==> config.mk <==
export PLATFORM = sky130hd
export DESIGN_NAME = sp_ram_arbiter_flat
export DESIGN_NICKNAME = d
export VERILOG_FILES = /design/src/rtl/sp_ram_arbiter_pkg.sv /design/src/rtl/sp_ram_arbiter_if.sv /design/src/rtl/sp_ram_arbiter_rr_arb.sv /design/src/rtl/sp_ram_arbiter.sv /design/src/flat_wrapper.sv
export SDC_FILE = /design/constraint.sdc
export NUM_CORES = 1
export LEC_CHECK = 0
export BUFFER_PORTS_ARGS = -buffer_cell sky130_fd_sc_hd__buf_4
export CAP_MARGIN = 30
export CORE_AREA = 4 4 99 101
export CTS_CLUSTER_SIZE = 40
export DETAILED_ROUTE_END_ITERATION = 8
export DIE_AREA = 0 0 103 105
export PLACE_DENSITY = 0.58
export SETUP_SLACK_MARGIN = 0.2
export SLEW_MARGIN = 30
export SYNTH_ARGS = -nofsm -noshare
export SYNTH_HDL_FRONTEND = slang
export SYNTH_SLANG_ARGS = --single-unit
==> constraint.sdc <==
create_clock -name clk -period 2.15 [get_ports clk]
set_clock_uncertainty 0.2 [all_clocks]
set_input_delay 0.43 -clock clk [delete_from_list [all_inputs] [get_ports clk]]
set_output_delay 0.43 -clock clk [all_outputs]
set_load 0.005 [all_outputs]
==> src/rtl/sp_ram_arbiter_pkg.sv <==
// Shared types and helpers for the single-port RAM arbiter slice.
// Latency: n/a (types and constants only).
// Backpressure: n/a.
//
// Contents: MAX_PORTS, default RAM geometry, port index width helper,
// muxed RAM request struct and per-port response struct.
package sp_ram_arb_pkg;

    localparam int MAX_PORTS  = 4;
    localparam int RAM_ADDR_W = 15;
    localparam int RAM_DATA_W = 32;
    localparam int RAM_BE_W   = RAM_DATA_W / 8;

    // Width of a port index; never below 1 so a 1-bit register still exists.
    function automatic int port_idx_w(input int num_ports);
        return (num_ports > 1) ? $clog2(num_ports) : 1;
    endfunction

    typedef struct packed {
        logic [RAM_ADDR_W-1:0] addr;
        logic                  we;
        logic [RAM_BE_W-1:0]   be;
        logic [RAM_DATA_W-1:0] wdata;
    } ram_req_t;

    typedef struct packed {
        logic                  rvalid;
        logic [RAM_DATA_W-1:0] rdata;
    } ram_rsp_t;

endpackage

==> src/rtl/sp_ram_arbiter_if.sv <==
// Requester-side and RAM-side signal bundle of the RAM arbiter.
// Latency: n/a (wiring only).
// Backpressure: requesters hold req/addr/we/be/wdata until gnt.
//
// Requester side: req_i, addr_i, we_i, be_i, wdata_i (packed, port p at slice p),
//                 gnt_o, rvalid_o, rdata_o.
// RAM side:       ram_en_o, ram_addr_o, ram_we_o, ram_be_o, ram_wdata_o, ram_rdata_i.
// Modports: slave = arbiter view, master = requesters + RAM wrapper view.
interface sp_ram_arbiter_if #(
    parameter int NUM_PORTS  = 2,
    parameter int ADDR_WIDTH = 15,
    parameter int DATA_WIDTH = 32
);
    localparam int BE_WIDTH = DATA_WIDTH / 8;

    logic [NUM_PORTS-1:0]            req_i;
    logic [NUM_PORTS*ADDR_WIDTH-1:0] addr_i;
    logic [NUM_PORTS-1:0]            we_i;
    logic [NUM_PORTS*BE_WIDTH-1:0]   be_i;
    logic [NUM_PORTS*DATA_WIDTH-1:0] wdata_i;
    logic [NUM_PORTS-1:0]            gnt_o;
    logic [NUM_PORTS-1:0]            rvalid_o;
    logic [NUM_PORTS*DATA_WIDTH-1:0] rdata_o;

    logic                            ram_en_o;
    logic [ADDR_WIDTH-1:0]           ram_addr_o;
    logic                            ram_we_o;
    logic [BE_WIDTH-1:0]             ram_be_o;
    logic [DATA_WIDTH-1:0]           ram_wdata_o;
    logic [DATA_WIDTH-1:0]           ram_rdata_i;

    modport slave (
        input  req_i, addr_i, we_i, be_i, wdata_i, ram_rdata_i,
        output gnt_o, rvalid_o, rdata_o,
        output ram_en_o, ram_addr_o, ram_we_o, ram_be_o, ram_wdata_o
    );

    modport master (
        output req_i, addr_i, we_i, be_i, wdata_i, ram_rdata_i,
        input  gnt_o, rvalid_o, rdata_o,
        input  ram_en_o, ram_addr_o, ram_we_o, ram_be_o, ram_wdata_o
    );

endinterface

==> src/rtl/sp_ram_arbiter_rr_arb.sv <==
// Round-robin arbiter: one-hot grant plus index, owns the last-winner register.
// Latency: grant is combinational in the request cycle.
// Backpressure: losers simply see no grant and keep requesting.
//
// Ports: clk, rst_i (sync, active-high), i_req (per-port request),
//        o_gnt (one-hot or zero), o_idx (granted index, 0 when no grant).
module sp_ram_rr_arb
    import sp_ram_arb_pkg::*;
#(
    parameter int NUM_PORTS = 2,
    parameter int IDX_W     = port_idx_w(NUM_PORTS)
) (
    input  logic                 clk,
    input  logic                 rst_i,
    input  logic [NUM_PORTS-1:0] i_req,
    output logic [NUM_PORTS-1:0] o_gnt,
    output logic [IDX_W-1:0]     o_idx
);

    logic [IDX_W-1:0] r_last;
    logic [IDX_W:0]   w_sum;
    logic [IDX_W-1:0] w_cand;
    logic             w_found;

    // Scan ports starting just after the last winner, wrapping around.
    // One extra bit in w_sum holds last+k before the modulo fold.
    always_comb begin
        o_gnt   = '0;
        o_idx   = '0;
        w_found = 1'b0;
        w_sum   = '0;
        w_cand  = '0;
        for (int k = 1; k <= NUM_PORTS; k++) begin
            w_sum = {1'b0, r_last} + (IDX_W+1)'(k);
            if (w_sum >= (IDX_W+1)'(NUM_PORTS)) begin
                w_sum = w_sum - (IDX_W+1)'(NUM_PORTS);
            end
            w_cand = w_sum[IDX_W-1:0];
            if (!w_found && i_req[w_cand]) begin
                w_found       = 1'b1;
                o_gnt[w_cand] = 1'b1;
                o_idx         = w_cand;
            end
        end
    end

    // Reset to the highest index so port 0 is first in line afterwards.
    always_ff @(posedge clk) begin
        if (rst_i) begin
            r_last <= IDX_W'(NUM_PORTS - 1);
        end else if (|i_req) begin
            r_last <= o_idx;
        end
    end

endmodule

==> src/rtl/sp_ram_arbiter.sv <==
// Shares one single-port RAM among NUM_PORTS requesters with round-robin arbitration.
// Latency: grant same cycle as request; rvalid/rdata one cycle after grant.
// Backpressure: a request waits (no gnt) until it wins; one access per cycle.
//
// Ports: clk, rst_i (sync, active-high), bus (sp_ram_arbiter_if.slave) carrying
//        per-port req/addr/we/be/wdata/gnt/rvalid/rdata and the RAM-side ram_* signals.
// Optional macro SP_RAM_ARB_RDATA_HOLD_EN: per-port registers keep the last read
// data on rdata_o until that port's next response.
module sp_ram_arbiter
    import sp_ram_arb_pkg::*;
#(
    parameter int NUM_PORTS  = 2,
    parameter int ADDR_WIDTH = RAM_ADDR_W,
    parameter int DATA_WIDTH = RAM_DATA_W
) (
    input  logic             clk,
    input  logic             rst_i,
    sp_ram_arbiter_if.slave  bus
);

    localparam int BE_W  = DATA_WIDTH / 8;
    localparam int IDX_W = port_idx_w(NUM_PORTS);

    logic [NUM_PORTS-1:0] w_gnt;
    logic [IDX_W-1:0]     w_idx;
    ram_req_t             w_sel;
    logic [NUM_PORTS-1:0] w_rvalid;
    ram_rsp_t             w_rsp [NUM_PORTS];

    logic                 r_resp_vld;
    logic [IDX_W-1:0]     r_resp_idx;
    logic                 r_resp_rd;

    sp_ram_rr_arb #(
        .NUM_PORTS (NUM_PORTS),
        .IDX_W     (IDX_W)
    ) u_rr_arb (
        .clk   (clk),
        .rst_i (rst_i),
        .i_req (bus.req_i),
        .o_gnt (w_gnt),
        .o_idx (w_idx)
    );

    // Request mux; everything reads as zero when nobody is granted.
    always_comb begin
        w_sel = '0;
        if (|w_gnt) begin
            w_sel.addr  = bus.addr_i [w_idx*ADDR_WIDTH +: ADDR_WIDTH];
            w_sel.we    = bus.we_i   [w_idx];
            w_sel.be    = bus.be_i   [w_idx*BE_W +: BE_W];
            w_sel.wdata = bus.wdata_i[w_idx*DATA_WIDTH +: DATA_WIDTH];
        end
    end

    assign bus.gnt_o       = w_gnt;
    assign bus.ram_en_o    = |bus.req_i;
    assign bus.ram_addr_o  = w_sel.addr;
    assign bus.ram_we_o    = w_sel.we;
    assign bus.ram_be_o    = w_sel.be;
    assign bus.ram_wdata_o = w_sel.wdata;

    // Response pipeline tracks who owns the data coming back next cycle.
    always_ff @(posedge clk) begin
        if (rst_i) begin
            r_resp_vld <= 1'b0;
            r_resp_idx <= '0;
            r_resp_rd  <= 1'b0;
        end else begin
            r_resp_vld <= |w_gnt;
            r_resp_idx <= w_idx;
            r_resp_rd  <= ~w_sel.we;
        end
    end

    // Gating with rst_i drops a response whose grant preceded a reset cycle.
    always_comb begin
        w_rvalid = '0;
        for (int p = 0; p < NUM_PORTS; p++) begin
            w_rvalid[p] = r_resp_vld && !rst_i && (r_resp_idx == IDX_W'(p));
        end
    end

`ifdef SP_RAM_ARB_RDATA_HOLD_EN
    logic [DATA_WIDTH-1:0] r_hold [NUM_PORTS];

    // Only read responses refresh a port's held data.
    always_ff @(posedge clk) begin
        if (rst_i) begin
            for (int p = 0; p < NUM_PORTS; p++) begin
                r_hold[p] <= '0;
            end
        end else begin
            for (int p = 0; p < NUM_PORTS; p++) begin
                if (w_rvalid[p] && r_resp_rd) begin
                    r_hold[p] <= bus.ram_rdata_i;
                end
            end
        end
    end

    always_comb begin
        for (int p = 0; p < NUM_PORTS; p++) begin
            w_rsp[p].rvalid = w_rvalid[p];
            w_rsp[p].rdata  = w_rvalid[p] ? bus.ram_rdata_i : r_hold[p];
        end
    end
`else
    always_comb begin
        for (int p = 0; p < NUM_PORTS; p++) begin
            w_rsp[p].rvalid = w_rvalid[p];
            w_rsp[p].rdata  = bus.ram_rdata_i;
        end
    end
`endif

    for (genvar p = 0; p < NUM_PORTS; p++) begin : g_rsp
        assign bus.rvalid_o[p]                          = w_rsp[p].rvalid;
        assign bus.rdata_o[p*DATA_WIDTH +: DATA_WIDTH] = w_rsp[p].rdata;
    end

endmodule
==> src/flat_wrapper.sv <==
// flat-port wrapper written by rule: the top's interface ports become plain ports
module sp_ram_arbiter_flat import sp_ram_arb_pkg::*;
#(
    parameter int NUM_PORTS  = 2,
    parameter int ADDR_WIDTH = RAM_ADDR_W,
    parameter int DATA_WIDTH = RAM_DATA_W
)
  (clk, rst_i, bus_req_i, bus_addr_i, bus_we_i, bus_be_i, bus_wdata_i, bus_ram_rdata_i, bus_gnt_o, bus_rvalid_o, bus_rdata_o, bus_ram_en_o, bus_ram_addr_o, bus_ram_we_o, bus_ram_be_o, bus_ram_wdata_o);
  sp_ram_arbiter_if #(.NUM_PORTS(NUM_PORTS), .ADDR_WIDTH(ADDR_WIDTH), .DATA_WIDTH(DATA_WIDTH)) bus_i ();
  input  logic clk;
  input  logic rst_i;
  input wire logic [$bits(bus_i.req_i)-1:0] bus_req_i;
  input wire logic [$bits(bus_i.addr_i)-1:0] bus_addr_i;
  input wire logic [$bits(bus_i.we_i)-1:0] bus_we_i;
  input wire logic [$bits(bus_i.be_i)-1:0] bus_be_i;
  input wire logic [$bits(bus_i.wdata_i)-1:0] bus_wdata_i;
  input wire logic [$bits(bus_i.ram_rdata_i)-1:0] bus_ram_rdata_i;
  output wire logic [$bits(bus_i.gnt_o)-1:0] bus_gnt_o;
  output wire logic [$bits(bus_i.rvalid_o)-1:0] bus_rvalid_o;
  output wire logic [$bits(bus_i.rdata_o)-1:0] bus_rdata_o;
  output wire logic [$bits(bus_i.ram_en_o)-1:0] bus_ram_en_o;
  output wire logic [$bits(bus_i.ram_addr_o)-1:0] bus_ram_addr_o;
  output wire logic [$bits(bus_i.ram_we_o)-1:0] bus_ram_we_o;
  output wire logic [$bits(bus_i.ram_be_o)-1:0] bus_ram_be_o;
  output wire logic [$bits(bus_i.ram_wdata_o)-1:0] bus_ram_wdata_o;
  assign bus_i.req_i = bus_req_i;
  assign bus_i.addr_i = bus_addr_i;
  assign bus_i.we_i = bus_we_i;
  assign bus_i.be_i = bus_be_i;
  assign bus_i.wdata_i = bus_wdata_i;
  assign bus_i.ram_rdata_i = bus_ram_rdata_i;
  assign bus_gnt_o = bus_i.gnt_o;
  assign bus_rvalid_o = bus_i.rvalid_o;
  assign bus_rdata_o = bus_i.rdata_o;
  assign bus_ram_en_o = bus_i.ram_en_o;
  assign bus_ram_addr_o = bus_i.ram_addr_o;
  assign bus_ram_we_o = bus_i.ram_we_o;
  assign bus_ram_be_o = bus_i.ram_be_o;
  assign bus_ram_wdata_o = bus_i.ram_wdata_o;
  sp_ram_arbiter #(.NUM_PORTS(NUM_PORTS), .ADDR_WIDTH(ADDR_WIDTH), .DATA_WIDTH(DATA_WIDTH)) u_core (.clk(clk), .rst_i(rst_i), .bus(bus_i));
endmodule
== Yosys cells after proc, flatten, opt, wreduce, memory -nomap -nowiden ==
Index checks and enable logic that the tools add are counted.

* Bits in registers: 3
* Output and inout bits: 121
* Input bits: 140
* Logic and storage cells: 48

* Shifts and indexed selects: 3
* Order comparisons: 7
* Add/sub/neg operators: 4
* Multiply operators: 1
* Multiplexer cells: 18
* Reductions and logical operators: 10
* Bitwise logic cells: 2

{| class="wikitable"
|+ Operator list
! operator !! number
|-
| variable part select 64 x 7 -> 32 bit || 1
|-
| two-way mux 52 bit || 1
|-
| variable part select 30 x 6 -> 15 bit || 1
|-
| two-way mux 1 bit || 13
|-
| variable part select 8 x 4 -> 4 bit || 1
|-
| logical AND 1 bit || 6
|-
| < comparator 1 x 2 -> 1 bit (second input constant) || 3
|-
| multiplier 1 x 4 -> 5 bit (second input constant) || 1
|-
| greater-or-equal comparator 2 bit (second input constant) || 2
|-
| two-way mux 2 bit || 2
|-
| OR reduction 2 bit || 2
|-
| adder 1 x 1 -> 2 bit (second input constant) || 1
|-
| adder 1 x 2 -> 2 bit (second input constant) || 1
|-
| demux 1 bit (select 1 bit) || 2
|-
| greater-or-equal comparator 1 bit (second input constant) || 2
|-
| zero test 1 bit || 2
|-
| OR 2 bit || 1
|-
| subtractor 1 bit (second input constant) || 2
|-
| NOT 1 bit || 1
|}

== Longest topological paths before layout ==
Gate-level depths: netlist of the first run.

* Depth in word-level cells: 12
* Gate-level depth with buffers: 4

== By module ==
From an unflattened synthesis of the first run, not the netlist that was laid out.

* Cell total of the unflattened synthesis: 195
* Area, all modules: 1470.2 um^2

{| class="wikitable"
|+ By module, submodules not included
! module !! area an instance (um^2) !! cells an instance !! times used !! seq. area each (um^2)
|-
| sp_ram_arbiter || 1408.9 || 187 || 1 || 40.0
|-
| sp_ram_rr_arb || 61.3 || 8 || 1 || 20.0
|}

== Worst setup path after synthesis of the first run ==
No wires, ideal clock.

* Path type: input-to-output
* Start: in bus_req_i[1]
* End: out bus_ram_addr_o[0]
* Arrival time: 1.007 ns
* Stages on the path: 4
* Required time: 1.520 ns
* Path buffers: 2
* Setup slack: 0.513 ns
* Cell sequence: nand2b_1 > buf_6 > buf_8 > a32o_2

* Longest elaborated chain between the ends: 9

{| class="wikitable"
|+ RTL lines
! what !! line !! RTL
|-
| from (decl) || flat_wrapper.sv:12 || <nowiki>input wire logic [$bits(bus_i.req_i)-1:0] bus_req_i;</nowiki>
|-
| two-way mux 1 bit (implied by the code) (2 in a row) || sp_ram_arbiter_rr_arb.sv:39 || <nowiki>if (!w_found && i_req[w_cand]) begin</nowiki>
|-
| two-way mux 1 bit || sp_ram_arbiter_rr_arb.sv:39 ||
|-
| zero test 1 bit || sp_ram_arbiter_rr_arb.sv:39 ||
|-
| logical AND 1 bit || sp_ram_arbiter_rr_arb.sv:39 ||
|-
| two-way mux 1 bit || sp_ram_arbiter_rr_arb.sv:39 ||
|-
| multiplier 1 x 4 -> 5 bit || sp_ram_arbiter.sv:49 || <nowiki>w_sel.addr = bus.addr_i [w_idx*ADDR_WIDTH +: ADDR_WIDTH];</nowiki>
|-
| variable part select 30 x 6 -> 15 bit || sp_ram_arbiter.sv:49 ||
|-
| two-way mux 52 bit (*) || sp_ram_arbiter.sv:48 || <nowiki>if (|w_gnt) begin</nowiki>
|-
| to (decl) || flat_wrapper.sv:22 || <nowiki>output wire logic [$bits(bus_i.ram_addr_o)-1:0] bus_ram_addr_o;</nowiki>
|}

Mark *: on every way between the ends. The rest lies on a longest branch, timed or not. The select of a mux whose other input is x is not followed.

== Worst setup path after layout of the first run ==
* Start: reg u_core.u_rr_arb.r_last
* End: out bus_ram_wdata_o[22]

* Longest elaborated chain between the ends: 12

{| class="wikitable"
|+ RTL lines
! what !! line !! RTL
|-
| from (decl) || sp_ram_arbiter_rr_arb.sv:20 || <nowiki>logic [IDX_W-1:0] r_last;</nowiki>
|-
| from (signal assigned) || sp_ram_arbiter_rr_arb.sv:50 || <nowiki>r_last <= IDX_W'(NUM_PORTS - 1);</nowiki>
|-
| from (signal assigned) || sp_ram_arbiter_rr_arb.sv:52 || <nowiki>r_last <= o_idx;</nowiki>
|-
| parallel branches: the longest is 11 deep, another holds adder 1 x 1 -> 2 bit || n/a ||
|-
| two-way mux 52 bit (*) || sp_ram_arbiter.sv:48 ||
|-
| to (decl) || flat_wrapper.sv:25 || <nowiki>output wire logic [$bits(bus_i.ram_wdata_o)-1:0] bus_ram_wdata_o;</nowiki>
|}

Mark *: on every way between the ends. The select of a mux whose other input is x is not followed.

==> results.md, run 1 <==
- Status: finished, final reports clean
- R2r startpoint: u_core.u_rr_arb.r_last
- Clock power frac: 22.1%
- Clock slew seen by the registers of the worst setup and hold paths: ~0.03 ns
- Setup Viol. Count Final: 0
- Synth Area in Adders: 0%
- DR pass1 iterations: 4
- Core Region: roughly 9000 um2
- Aggregate global-route resource usage: 8.30%
- Crit path kind: reg -> out
- Crit start category: flop
- Critical Path AT: 1.33 ns
- Crit end category: primary output
- CTS hold repair buffers: 0
- Layout cells sized above 1: 92.1%
- Synth Area in Compound Gates: 44.3%
- Num CTS Buffers: 3
- Power share of the combinational group: between 60% and 70%
- Nets: 380
- Vias per inst: around 4.4
- Initial antenna violation count: 0
- Max-cap violations: 0
- Share of Yosys cell area claimed by the top area cell type: 36.9%
- Final hold viol count: 0
- Post-synth top flop: dfxtp_1
- Yosys top cell by area: a32o_2
- CP Launch Point: u_core.u_rr_arb.r_last
- Fin crit share: approximately 90%
- # port buffers: between 150 and 200
- Antenna Violating Nets Remaining: 0
- Clk sink count: 3
- Root buf cell: clkbuf_8
- Commonest cells in the netlist: buf_4 (65), a32o_2 (44), buf_2 (10)
- Proportion of synthesized area in mux cells: 0%
- HPWL Detailed: 4280 um
- Ports: 261
- CTS tree: done
- Max clock buf depth: 2
- Num rows: 35
- Top post-synthesis cells by area: a32o_2 (37%), buf_4 (36%), a32o_1 (6.0%), buf_8 (5.6%), dfxtp_1 (4.5%)
- Register-to-Register Path Depth: 2
- Synth warn: 0
- Register area share after synthesis: 4.48%
- Internal power: 0.524 mW
- RePlAce Congestion: between 0.6 and 0.7
- Syn nets: 286
- P&R area growth vs syn: 67.2%
- Die Area: 10,800 um2
- Hold Crit Class: in -> reg
- Starting Density: 14.9%
- Hold Path Depth: 2
- Non-filler cells in the finished layout: 350
- Global-route wire length before repair: 7270 um
- Seq cells post-synth: 3
- Number of global-route vias before repair: roughly 1,500
- Post-synth EDFFs: 0
- ANT cells: 0
- F_max: between 0.5 and 0.6 GHz
- Crit path required time: between 1.5 and 2 ns
- Total gr overflow: 0
- Wire per inst: 15.8 um
- Slew @ Worst Pin: between 0.3 and 0.4 ns
- Syn avg cell area: 9.19 um2
- Seq pwr share: 8.7%
- Most common cell in the netlist: buf_4
- NetSw: 0.200 mW
- Slew headroom: between 70 and 80%
- Clk_lat worst skew: around 0.21 ns
- Power Dens Cells: 323 nW/um2
- Final WL: around 5500 um
- Final min period: around 2.0 ns
- Leakage: ~1.3 nW
- Unrepaired setup endpoints after global routing: yes
- Critical Path Fanout Max: 27
- Number of fill cells in the layout: 991
- H-tree depth: 1
- Ys async rst share: 0%
- DR vias: 1,534
- Setup tns final: 0 ns
- Simple-Gate Fraction of Synth Area: under 10%
- Largest net degree at the start of global routing: 34
- DRT iter0 DRCs: 24
- Die X-Extent: just over 100 um
- Final setup margin: 0.194 ns
- Hold_sp: rst_i
- Die Y: 105 um
- # DRC: 0
- Setup Fix Bufs, Post-CTS: 0
- Netlist Area Pre-Place: 1340 um2
- Switch share: 27.7%
- Peak supply drop: 0.113 mV
- Largest family of logic cells by synthesized area: buffers and inverters
- Yosys cell types: 16
- Slew Viols, Final: 0
- DP Cell Count: 345
- Place WS: approximately 0.25 ns
- XOR/XNOR Fraction of Synth Area: 0%
- Post-Synthesis Cells: 146
## cells by family after synthesis
family,count (synthesis)
AO/OA/AOI/OAI,53
buffers and inverters,81
flip-flops,3
AND/OR/NAND/NOR,9
## metal layers
layer	part of all wire (%)	track usage, %
met5	0	0
met1	31	7.58
met4	4.8	4.72
met3	13	1.34
met2	51	16.4
## repair_timing
action,4_1_cts,5_1_grt
gates resized for setup,2,0
endpoints found under the setup margin,52,52
gates cloned,1,0
pin swaps,0,0
## placed cells by master (no fill, tap or decap), types with 2 or more instances in the layout
cell,n
a32o_2,44
buf_12,3
nor2b_1,2
buf_4,166
dfxtp_1,3
a32o_1,8
clkbuf_8,3
## stage by stage
| stage | hold WS, ns | cell area (um2) | utilization (%) | total power, mW |
|---|---|---|---|---|
| 2_1_floorplan | 0.302 | 1340 | - | 0.347 |
| 3_3_place_gp | 0.402 | 2160 | 24.0 | 0.554 |
| 3_5_place_dp | 0.400 | 2160 | 24.0 | 0.560 |
| 4_1_cts | 0.219 | 2240 | 24.9 | 0.738 |
| 5_1_grt | 0.229 | 2240 | 24.9 | 0.773 |
| 6_report | 0.220 | 2240 | 24.9 | 0.724 |
## critical path: stages, from the launching register on
cell      delay [ns]
dfxtp_1         0.33
nand2b_4        0.19
buf_12          0.18
a32o_2          0.28
buf_4           0.13
## state kept, by name, indices dropped and copies added, names as in the netlist
name                    count
u_core.r_resp_idx           1
u_core.u_rr_arb.r_last      1
u_core.r_resp_vld           1
## layout make-up
class,instances,area (um2),share of cell area [%]
repair buffers,170,1330,59.5
multi-input cells,62,664,29.6
well taps,111,139,6.19
flip-flops and latches,3,60.1,2.68
clock buffers,4,45.0,2.01
## worst paths after layout
check                                end  slack (ns)
hold reg to reg   u_core.u_rr_arb.r_last        0.42
setup / recovery     bus_ram_wdata_o[22]        0.19
hold / removal         u_core.r_resp_vld        0.22
setup reg to reg       u_core.r_resp_idx        1.17
## power by group through the flow
| stage | Clock, mW | Sequential, mW | Combinational [mW] |
|---|---|---|---|
| global route | 0.172 | 0.0629 | 0.538 |
| detailed placement | 0 | 0.0632 | 0.497 |
| CTS | 0.165 | 0.0626 | 0.510 |
| floorplan | 0 | 0.0626 | 0.285 |
| finish | 0.160 | 0.0627 | 0.501 |
| global placement | 0 | 0.0631 | 0.491 |
Note: power is estimated with default switching activity, not from simulation.
==> inputs of run 2 (changes only) <==
--- a/config.mk
+++ b/config.mk
@@ -7,13 +7,14 @@
 export LEC_CHECK = 0
 export BUFFER_PORTS_ARGS = -buffer_cell sky130_fd_sc_hd__buf_4
 export CAP_MARGIN = 30
-export CORE_AREA = 4 4 99 101
+export CORE_AREA = 4 4 100 102
 export CTS_CLUSTER_SIZE = 40
 export DETAILED_ROUTE_END_ITERATION = 8
-export DIE_AREA = 0 0 103 105
+export DIE_AREA = 0 0 104 106
 export PLACE_DENSITY = 0.58
 export SETUP_SLACK_MARGIN = 0.2
 export SLEW_MARGIN = 30
 export SYNTH_ARGS = -nofsm -noshare
 export SYNTH_HDL_FRONTEND = slang
+export SYNTH_HIERARCHICAL = 1
 export SYNTH_SLANG_ARGS = --single-unit
==> results.md, run 2 <==
- Worst path slowest cell: dfxtp_2 (was dfxtp_1)
- Post-Synthesis Cells: 195 (was 146)
- Die X-Extent: 104 um (was 103 um)
- Die Area: 11,000 um2 (was 10,800 um2)
- R2r startpoint: u_core/u_rr_arb/r_last (was u_core.u_rr_arb.r_last)
- # DRC: 0 (unchanged)
- Share of Yosys cell area claimed by the top area cell type: 35.4% (was 36.9%)
- Max-cap violations: 0 (unchanged)
- ANT cells: 0 (unchanged)
- Synth warn: 6 (was 0)
- Total gr overflow: 0 (unchanged)
- Register area share after synthesis: 4.09% (was 4.48%)
- DR vias: 1,651 (was 1,534)
- Met2 Resource Use GR: 18.7% (was 16.4%)
- Unrepaired setup endpoints after global routing: yes (unchanged)
- Core Region: 9110 um2 (was 9020 um2)
- Yosys top cell by area: mux2i_1 (was a32o_2)
- Crit path kind: reg -> out (unchanged)
- Ys async rst share: 0% (unchanged)
- HPWL Detailed: 4260 um (was 4280 um)
- Most common cell in the netlist: buf_4 (unchanged)
- Number of global-route vias before repair: 1,692 (was 1,533)
- Critical Path Fanout Max: 6 (was 27)
- Non-filler cells in the finished layout: 420 (was 350)
- CP cell instances: nand2_4, and2_4, buf_12, buf_12, buf_16, mux2i_1, nor2_1, buf_4 (was nand2b_4, buf_12, a32o_2, buf_4)
- Fin crit share: 97.8% (was 91.0%)
- Final setup margin: 0.0470 ns (was 0.194 ns)
- Register-to-Register Path Depth: 6 (was 2)
- Syn avg cell area: 7.54 um2 (was 9.19 um2)
- Starting Density: 16.1% (was 14.9%)
- Peak supply drop: 0.124 mV (was 0.113 mV)
- CP Buf/Inv Count: 4 (was 2)
- Final WL: 6110 um (was 5530 um)
- Hold Crit Class: in -> reg (unchanged)
- P&R area growth vs syn: 92.9% (was 67.2%)
- GRT met3 Usage: 3.28% (was 1.34%)
- H-tree depth: 1 (unchanged)
- Critical Path AT: 1.47 ns (was 1.33 ns)
- Most frequent cells in the layout: buf_4 (166), mux2i_1 (41), nor2_1 (38) (was buf_4 (166), a32o_2 (44), a32o_1 (8))
- DRT iter0 DRCs: 31 (was 24)
- CTS tree: done (unchanged)
- Placement Cell Area: 2350 um2 (was 2160 um2)
- Final hold viol count: 0 (unchanged)
- Global-route wire length before repair: 8850 um (was 7270 um)
- Clk sink count: 3 (unchanged)
- Yosys cell types: 18 (was 16)
- Num rows: 35 (unchanged)
- Finished Cell Area: 2840 um2 (was 2240 um2)
- Critical Path End: bus_ram_wdata_o[17] (was bus_ram_wdata_o[22])
- CP Launch Point: u_core/u_rr_arb/r_last (was u_core.u_rr_arb.r_last)
- Slew @ Worst Pin: 0.175 ns (was 0.343 ns)
- Wire per inst: 14.5 um (was 15.8 um)
- Reg2reg end: u_core/r_resp_idx (was u_core.r_resp_idx)
- Number of fill cells in the layout: 921 (was 991)
- Vias per inst: 3.93 (was 4.38)
- GR met1 Demand/Resource: 10.1% (was 7.58%)
- DR pass1 iterations: 3 (was 4)
- R2R setup slack: 0.76 ns (was 1.17 ns)
- # port buffers: 164 (unchanged)
- Clk_lat worst skew: 0.21 ns (about the same)
- Nets: 450 (was 380)
- Commonest non-fill, non-tap cell in the layout: buf_4 (unchanged)
- Layout cells sized above 1: 71.2% (was 92.1%)
- Final min period: 2.10 ns (was 1.96 ns)
- Largest net degree at the start of global routing: 12 (was 34)
- Leakage: 1.43 nW (was 1.26 nW)
- F_max: 0.476 GHz (was 0.511 GHz)
- Setup Viol. Count Final: 0 (unchanged)
- Power Dens Cells: 325 nW/um2 (was 323 nW/um2)
- Ports: 261 (unchanged)
- Commonest cells in the netlist: buf_4 (64), mux2i_1 (52), nor2_1 (44) (was buf_4 (65), a32o_2 (44), buf_2 (10))
- Seq cells post-synth: 3 (unchanged)
- RePlAce Congestion: 0.683 (was 0.657)
- Crit end category: primary output (unchanged)
- Crit-path max cell delay: 0.34 ns (was 0.33 ns)
- Top Registers: u_core/r_resp_idx (1), u_core/r_resp_vld (1), u_core/u_rr_arb/r_last (1) (was u_core.r_resp_idx (1), u_core.r_resp_vld (1), u_core.u_rr_arb.r_last (1))
- Place WS: 0.0102 ns (was 0.251 ns)
- Die Y: 106 um (was 105 um)
- Num CTS Buffers: 3 (unchanged)
- Most frequent CP cell: buf_12
- DP Cell Count: 401 (was 345)
- Slew headroom: 88.0% (was 77.1%)
- Initial antenna violation count: 0 (unchanged)
- Crit start category: flop (unchanged)
- Antenna Violating Nets Remaining: 0 (unchanged)
- Max clock buf depth: 2 (unchanged)
- Status: finished, final reports clean (unchanged)
- Hold Path Depth: 2 (unchanged)
- Root buf cell: clkbuf_8 (unchanged)
- Global routing's busiest layer: met2 (unchanged)
- Top post-synthesis cells by area: mux2i_1 (35%), buf_4 (33%), nor2_1 (11%), buf_8 (5.1%), nor2_2 (4.3%) (was a32o_2 (37%), buf_4 (36%), a32o_1 (6.0%), buf_8 (5.6%), dfxtp_1 (4.5%))
- Post-synth EDFFs: 0 (unchanged)
- Aggregate global-route resource usage: 9.94% (was 8.30%)
- Slew Viols, Final: 0 (unchanged)
- Crit path required time: 1.52 ns (about the same)
- Clock slew seen by the registers of the worst setup and hold paths: 0.03 ns (about the same)
- Syn nets: 335 (was 286)
- Post-synth top flop: dfxtp_1 (unchanged)
- Critical path depth: 8 (was 4)
- Netlist Area Pre-Place: 1470 um2 (was 1340 um2)
- Top cell family by delay on the critical path: buffers and inverters (was flip-flops)
run 2: what timing repair did:
action                                  4_1_cts  5_1_grt
pin swaps                                     4        4
gates cloned                                  6        2
gates resized for setup                      11       25
endpoints found under the setup margin       52       52
hold buffers                                  0        0
buffers inserted                              6        1
endpoints found under the hold margin         0        0
run 2: layer usage:
layer | vias up | part of all wire [%]
met5 | - | 0
met3 | 25 | 11
met1 | 705 | 34
met4 | 0 | 2.6
met2 | 120 | 53
li1 | 801 | -
run 2: area by class of cell:
class | instances | area (um2) | area share [%]
multi-input combinational | 116 | 925 | 32.6
tap | 111 | 139 | 4.90
sequential | 3 | 61.3 | 2.16
timing repair buffer | 185 | 1660 | 58.6
inverter | 1 | 3.75 | 0.132
clock buffer | 4 | 45.0 | 1.59
run 2: power breakdown:
group / switching (mW) / leakage [nW] / total (mW) / internal [mW]
clock: 0.0364 / 0.0228 / 0.163 / 0.126
sequential: 0.00239 / 0.0247 / 0.0627 / 0.0603
combinational: 0.247 / 1.38 / 0.696 / 0.449
total: 0.286 / 1.43 / 0.921 / 0.635
run 2: metrics by stage:
step,hold WS [ns],TNS [ns],utilization (%),power [mW]
after floorplan,0.287,0,-,0.375
after global placement,0.315,0,25.8,0.601
after detailed placement,0.344,0,25.8,0.608
after CTS,0.199,0,29.4,0.886
after global routing,0.215,-0.291,31.1,0.986
final,0.202,0,31.1,0.921
run 2: cell families after synthesis:
group,Yosys count,synth area share [%]
AOI/OAI and AO/OA,2,1.02
DFF,3,4.09
and+or+nand+nor,62,19.0
muxes,52,35.4
buffers and inverters,76,40.5
run 2: worst min path at each step:
stage                      startpoint                      to  slack [ns]
6_report                        rst_i       u_core/r_resp_idx        0.20
5_1_grt                         rst_i       u_core/r_resp_vld        0.21
4_1_cts                         rst_i       u_core/r_resp_idx        0.20
3_5_place_dp   u_core/u_rr_arb/r_last  u_core/u_rr_arb/r_last        0.34
3_3_place_gp   u_core/u_rr_arb/r_last  u_core/u_rr_arb/r_last        0.32
2_1_floorplan  u_core/u_rr_arb/r_last  u_core/u_rr_arb/r_last        0.29
